## config.mk

```make
export PLATFORM = sky130hd
export DESIGN_NAME = bin_to_bcd_seq
export DESIGN_NICKNAME = d
export VERILOG_FILES = /design/src/rtl/bin_to_bcd_pkg.sv /design/src/rtl/bcd_digit_adj.sv /design/src/rtl/bin_to_bcd_seq.sv
export SDC_FILE = /design/constraint.sdc
export NUM_CORES = 1
export LEC_CHECK = 0
export ABC_CLOCK_PERIOD_IN_PS = 4200
export CAP_MARGIN = 40
export CORE_MARGIN = 3
export CORE_UTILIZATION = 30
export CTS_BUF_LIST = sky130_fd_sc_hd__clkbuf_8
export CTS_CLUSTER_SIZE = 8
export DETAILED_ROUTE_END_ITERATION = 6
export HOLD_SLACK_MARGIN = 0.1
export SETUP_SLACK_MARGIN = 0.5
export SLEW_MARGIN = 5
export SYNTH_ARGS = -nofsm -noshare
export SYNTH_HDL_FRONTEND = slang
export SYNTH_SLANG_ARGS = --single-unit
```

## constraint.sdc

```tcl
create_clock -name clk -period 4.2 [get_ports clk]
set_input_delay 0.63 -clock clk [delete_from_list [all_inputs] [get_ports clk]]
set_output_delay 0.63 -clock clk [all_outputs]
set_load 0.02 [all_outputs]
```

## src/rtl/bin_to_bcd_pkg.sv

```systemverilog
// Shared types and sizing helpers for the sequential binary-to-BCD converter.
package bin_to_bcd_pkg;

  typedef enum logic [1:0] {
    IDLE,
    SHIFT,
    DONE
  } bcd_state_t;

  // ceil(width * log10(2)), with log10(2) approximated as 0.30103.
  function automatic int unsigned digits_needed(input int unsigned width);
    int unsigned scaled;
    int unsigned d;
    scaled = width * 30103;
    d = 0;
    for (int unsigned i = 0; i <= width; i++) begin
      if (d * 100000 < scaled) d = d + 1;
    end
    return d;
  endfunction

  function automatic int unsigned cnt_width(input int unsigned width);
    return $clog2(width + 1);
  endfunction

  localparam int unsigned DEF_WIDTH  = 6;
  localparam int unsigned DEF_DIGITS = 2;
  localparam int unsigned DEF_CNT_W  = $clog2(DEF_WIDTH + 1);

endpackage

```

## src/rtl/bcd_digit_adj.sv

```systemverilog
// Double-dabble digit correction: add 3 to a BCD digit that is 5 or more.
module bcd_digit_adj
  import bin_to_bcd_pkg::*;
(
  input  logic [3:0] d_i,
  output logic [3:0] d_o
);

  always_comb begin
    d_o = d_i;
    if (d_i >= 4'd5) d_o = d_i + 4'd3;
  end

endmodule

```

## src/rtl/bin_to_bcd_seq.sv

```systemverilog
// Iterative binary-to-BCD converter (shift-and-add-3), one operand bit per
// clock, with start/valid handshake, sticky overflow and held result.
module bin_to_bcd_seq
  import bin_to_bcd_pkg::*;
#(
  parameter int unsigned WIDTH  = DEF_WIDTH,
  parameter int unsigned DIGITS = DEF_DIGITS
) (
  input  logic                  clk,
  input  logic                  reset,
  input  logic                  start,
  input  logic [WIDTH-1:0]      binary,
  output logic                  busy,
  output logic                  valid,
  output logic [4*DIGITS-1:0]   bcd,
  output logic                  overflow
);

  localparam int unsigned CW = cnt_width(WIDTH);
  localparam logic [CW-1:0] CNT_INIT = CW'(WIDTH);
  localparam logic [CW-1:0] CNT_LAST = CW'(1);

  bcd_state_t          state_q;
  logic [CW-1:0]       cnt_q;
  logic [WIDTH-1:0]    opnd_q, opnd_d;
  logic [4*DIGITS-1:0] dig_q, dig_adj, dig_d;
  logic [4*DIGITS-1:0] bcd_q;
  logic                sticky_q, sticky_d;
  logic                ovf_bit;
  logic                busy_q, valid_q, overflow_q;

  for (genvar g = 0; g < DIGITS; g++) begin : g_adj
    bcd_digit_adj u_adj (
      .d_i (dig_q[4*g +: 4]),
      .d_o (dig_adj[4*g +: 4])
    );
  end

  // The bit leaving the top digit is the one that cannot be represented.
  always_comb begin
    ovf_bit  = 1'b0;
    dig_d    = '0;
    opnd_d   = '0;
    {ovf_bit, dig_d, opnd_d} = {dig_adj, opnd_q, 1'b0};
    sticky_d = sticky_q | ovf_bit;
  end

  always_ff @(posedge clk) begin
    if (reset) begin
      state_q    <= IDLE;
      cnt_q      <= '0;
      opnd_q     <= '0;
      dig_q      <= '0;
      sticky_q   <= 1'b0;
      bcd_q      <= '0;
      overflow_q <= 1'b0;
      busy_q     <= 1'b0;
      valid_q    <= 1'b0;
    end else begin
      case (state_q)
        IDLE, DONE: begin
          valid_q <= 1'b0;
          if (start) begin
            state_q  <= SHIFT;
            busy_q   <= 1'b1;
            opnd_q   <= binary;
            dig_q    <= '0;
            cnt_q    <= CNT_INIT;
            sticky_q <= 1'b0;
          end else begin
            state_q <= IDLE;
          end
        end
        SHIFT: begin
          dig_q    <= dig_d;
          opnd_q   <= opnd_d;
          sticky_q <= sticky_d;
          cnt_q    <= cnt_q - CW'(1);
          if (cnt_q == CNT_LAST) begin
            state_q    <= DONE;
            busy_q     <= 1'b0;
            valid_q    <= 1'b1;
            bcd_q      <= dig_d;
            overflow_q <= sticky_d;
          end
        end
        default: begin
          state_q <= IDLE;
          busy_q  <= 1'b0;
          valid_q <= 1'b0;
        end
      endcase
    end
  end

  assign busy     = busy_q;
  assign valid    = valid_q;
  assign bcd      = bcd_q;
  assign overflow = overflow_q;

endmodule

```

==> run metrics <==
Max transition margin=roughly two thirds; status=finished, final reports clean; kind of critical path=flip-flop to primary output; Main synth FF type=dfxtp_1; largest cells by area after synthesis=dfxtp_1 (45%), ha_1 (5.4%), nor2_1 (5.2%); clock buffer depth=2; initial antenna violation count=0; crit share post-route=a little under half; sequential share of the synthesized area=44.85%; RSZ-0062 raised after global routing=false; synthesized area per cell=9.414 um^2; TritonCTS clock tree=yes; Syn. warnings=0; worst vdd rail ir drop=0.0001283 V; crit path time final=1.892 ns; Synth area leader=dfxtp_1; DRC errors left=0; crit-path cells=clkdlybuf4s50_1; Resize count post-CTS=0; Core Footprint=4414 um^2; Post-CTS Setup Bufs=0; EDFF count, synth=0; Placer Congestion=0.7440; initial core utilization=31.35%; f_max=528.6 MHz; Sink Count=31; share of cells above drive strength 1=10.53%; wire per inst=13.09 um; CP Data Required Time=3.57 ns; Hold EP=bcd[0]; family with the most delay on the worst path=buffers and inverters; Slew @ Worst Pin=0.5025 ns; Root Driver=clkbuf_8; leakage=slightly below 0.7 nW; Post-Layout Inst Area=1728 um^2; port buffer count=19; post-synthesis register bit count=31; Worst path max stage delay=slightly above 0.6 ns; Die Area=5463 um^2; Setup crit end kind=primary output; crit path DAT=1.26 ns; CP Launch Type=flip-flop; Hold Startpoint=bcd[0]; reg2reg end=bcd[4]; row cnt=24; FILL cells=442; Max Slew Vio Count=0; DP HPWL=2134 um; pwr/cell area=375.0 nW/um^2; Routed Antenna Nets=0; sequential standard cell area=slightly above 600 um^2; area grow syn2layout=24.86%; Vias per Instance=5.067; Final setup violation count=0; footprint of the multi-input gates=714.4 um^2; Worst Path Buf+Inv=1; max-cap violations=0; Async SR Flop Fraction=0%; Max stage delay cell, worst path=clkdlybuf4s50_1; Post-Synthesis Cells=147; Hold Path Class=flip-flop to flip-flop; CTS buffer count=5; origin of the critical flop-to-flop path=dig_q[0]; Unique masters post-synth=36; Mapped Nets=162; most frequent cell after synthesis=dfxtp_1; reg2reg setup slack=2.69 ns; grt total ovfl=0; TNS Setup=0 ns; vias=1,130; clk_lat worst skew=0.28 ns; post-layout util=39.14%; drt total wl=2920 um; hold path cells=2; post-synth top area share=44.85%; synth cell count leaders=dfxtp_1 (31), nor2_1 (19), a21oi_1 (8); largest net degree at the start of global routing=21; Final nets=185; initial DRC count=110; I/O Pins=20; Die X=73.92 um; H-Tree Depth=2; clock-pin slew on the worst setup and hold paths=0.07 ns; Antenna Cells=0; Cell Area, Synth=1384 um^2; area post-placement=roughly 1600 um^2; first-pass GRT wire length=about 5000 um; Setup Skew=0.008210 ns; Fin. Hold Viols=0; hold buffers post-CTS=0; Max FO, Critical Path=3; die height=73.92 um; vias in the first global route=1,092; total routing usage reported by global routing=12.10%; reg2reg path depth=6; drt first pass iters=4
[through the flow]
step | setup WS (ns) | cells | power [mW] | hold WS, ns
after global routing | 2.185 | 223 | 0.6756 | 0.5028
after global placement | 1.704 | 214 | 0.3942 | 0.4543
after floorplan | 2.759 | 147 | 0.3741 | 0.4455
final | 2.308 | 223 | 0.6480 | 0.4732
after detailed placement | 2.024 | 215 | 0.3989 | 0.4523
after CTS | 2.273 | 223 | 0.6551 | 0.4708
[state kept, by name, summed over array words and instances, names as in the netlist]
name and flops:
bcd 8, dig_q 8, opnd_q 6, cnt_q 3, state_q 2, busy 1
overflow 1, sticky_q 1, valid 1
[layout make-up]
type                            instances  area share, %
Multi-Input combinational cell        106          41.35
Sequential cell                        31          35.92
Inverter                                6          1.303
Clock inverter                          1         0.2172
Tap cell                               52          3.765
Clock buffer                            7          5.576
Timing Repair Buffer                   20          11.88
[cells in the final DEF, fill, tap and decap left out]
cell type,count
a211oi_1,4
a21o_1,6
a21oi_1,8
a221oi_1,1
a22o_1,5
a22oi_1,1
a311oi_1,1
and2b_1,1
and2b_4,1
buf_8,1
clkbuf_8,7
clkdlybuf4s50_1,19
dfxtp_1,31
ha_1,6
inv_1,7
mux2i_1,2
nand2_1,5
nand2_2,2
nand2b_1,6
nand3_1,1
nand3b_1,2
nor2_1,19
nor2_2,1
nor2_8,1
nor2b_1,1
nor3_1,6
nor3_2,2
nor3_4,1
nor3b_1,7
o21ai_0,3
o21ai_1,3
o21ai_2,1
o21bai_1,1
o22ai_1,5
or3b_4,1
xnor2_1,2
[how the worst max path moves through the flow]
stage / from / endpoint / slack (ns) / cells past startpoint
detailed placement: reset / dig_q[7] / 2.02 / 6
global route: reset / dig_q[7] / 2.18 / 6
finish: busy / busy / 2.31 / 1
CTS: busy / busy / 2.27 / 1
floorplan: reset / dig_q[7] / 2.76 / 5
global placement: reset / dig_q[7] / 1.70 / 5
[kinds of logic after synthesis]
family / after synthesis / synth area share (%)
adder cells (fa/ha/maj): 6 / 5.425
flip-flops: 31 / 44.85
AO/OA/AOI/OAI: 39 / 18.90
XOR/XNOR: 2 / 1.266
AND/OR/NAND/NOR: 57 / 24.59
multiplexers: 2 / 1.447
buffers and inverters: 10 / 3.526
[report_power, final]
part / internal, mW / switching (mW)
clock network: 0.147 / 0.109
registers: 0.307 / 0.00886
logic: 0.0338 / 0.0421
total: 0.488 / 0.160
[per-layer routing]
| layer | wire (um) | GRT usage (%) | share of wire (%) |
|---|---|---|---|
| met1 | 1354 | 15.79 | 46 |
| met2 | 1345 | 17.62 | 46 |
| met3 | 132 | 3.010 | 4.5 |
| met4 | 87 | 7.847 | 3.0 |
| met5 | 0 | 0 | 0 |
(Power assumes the default switching activity.)
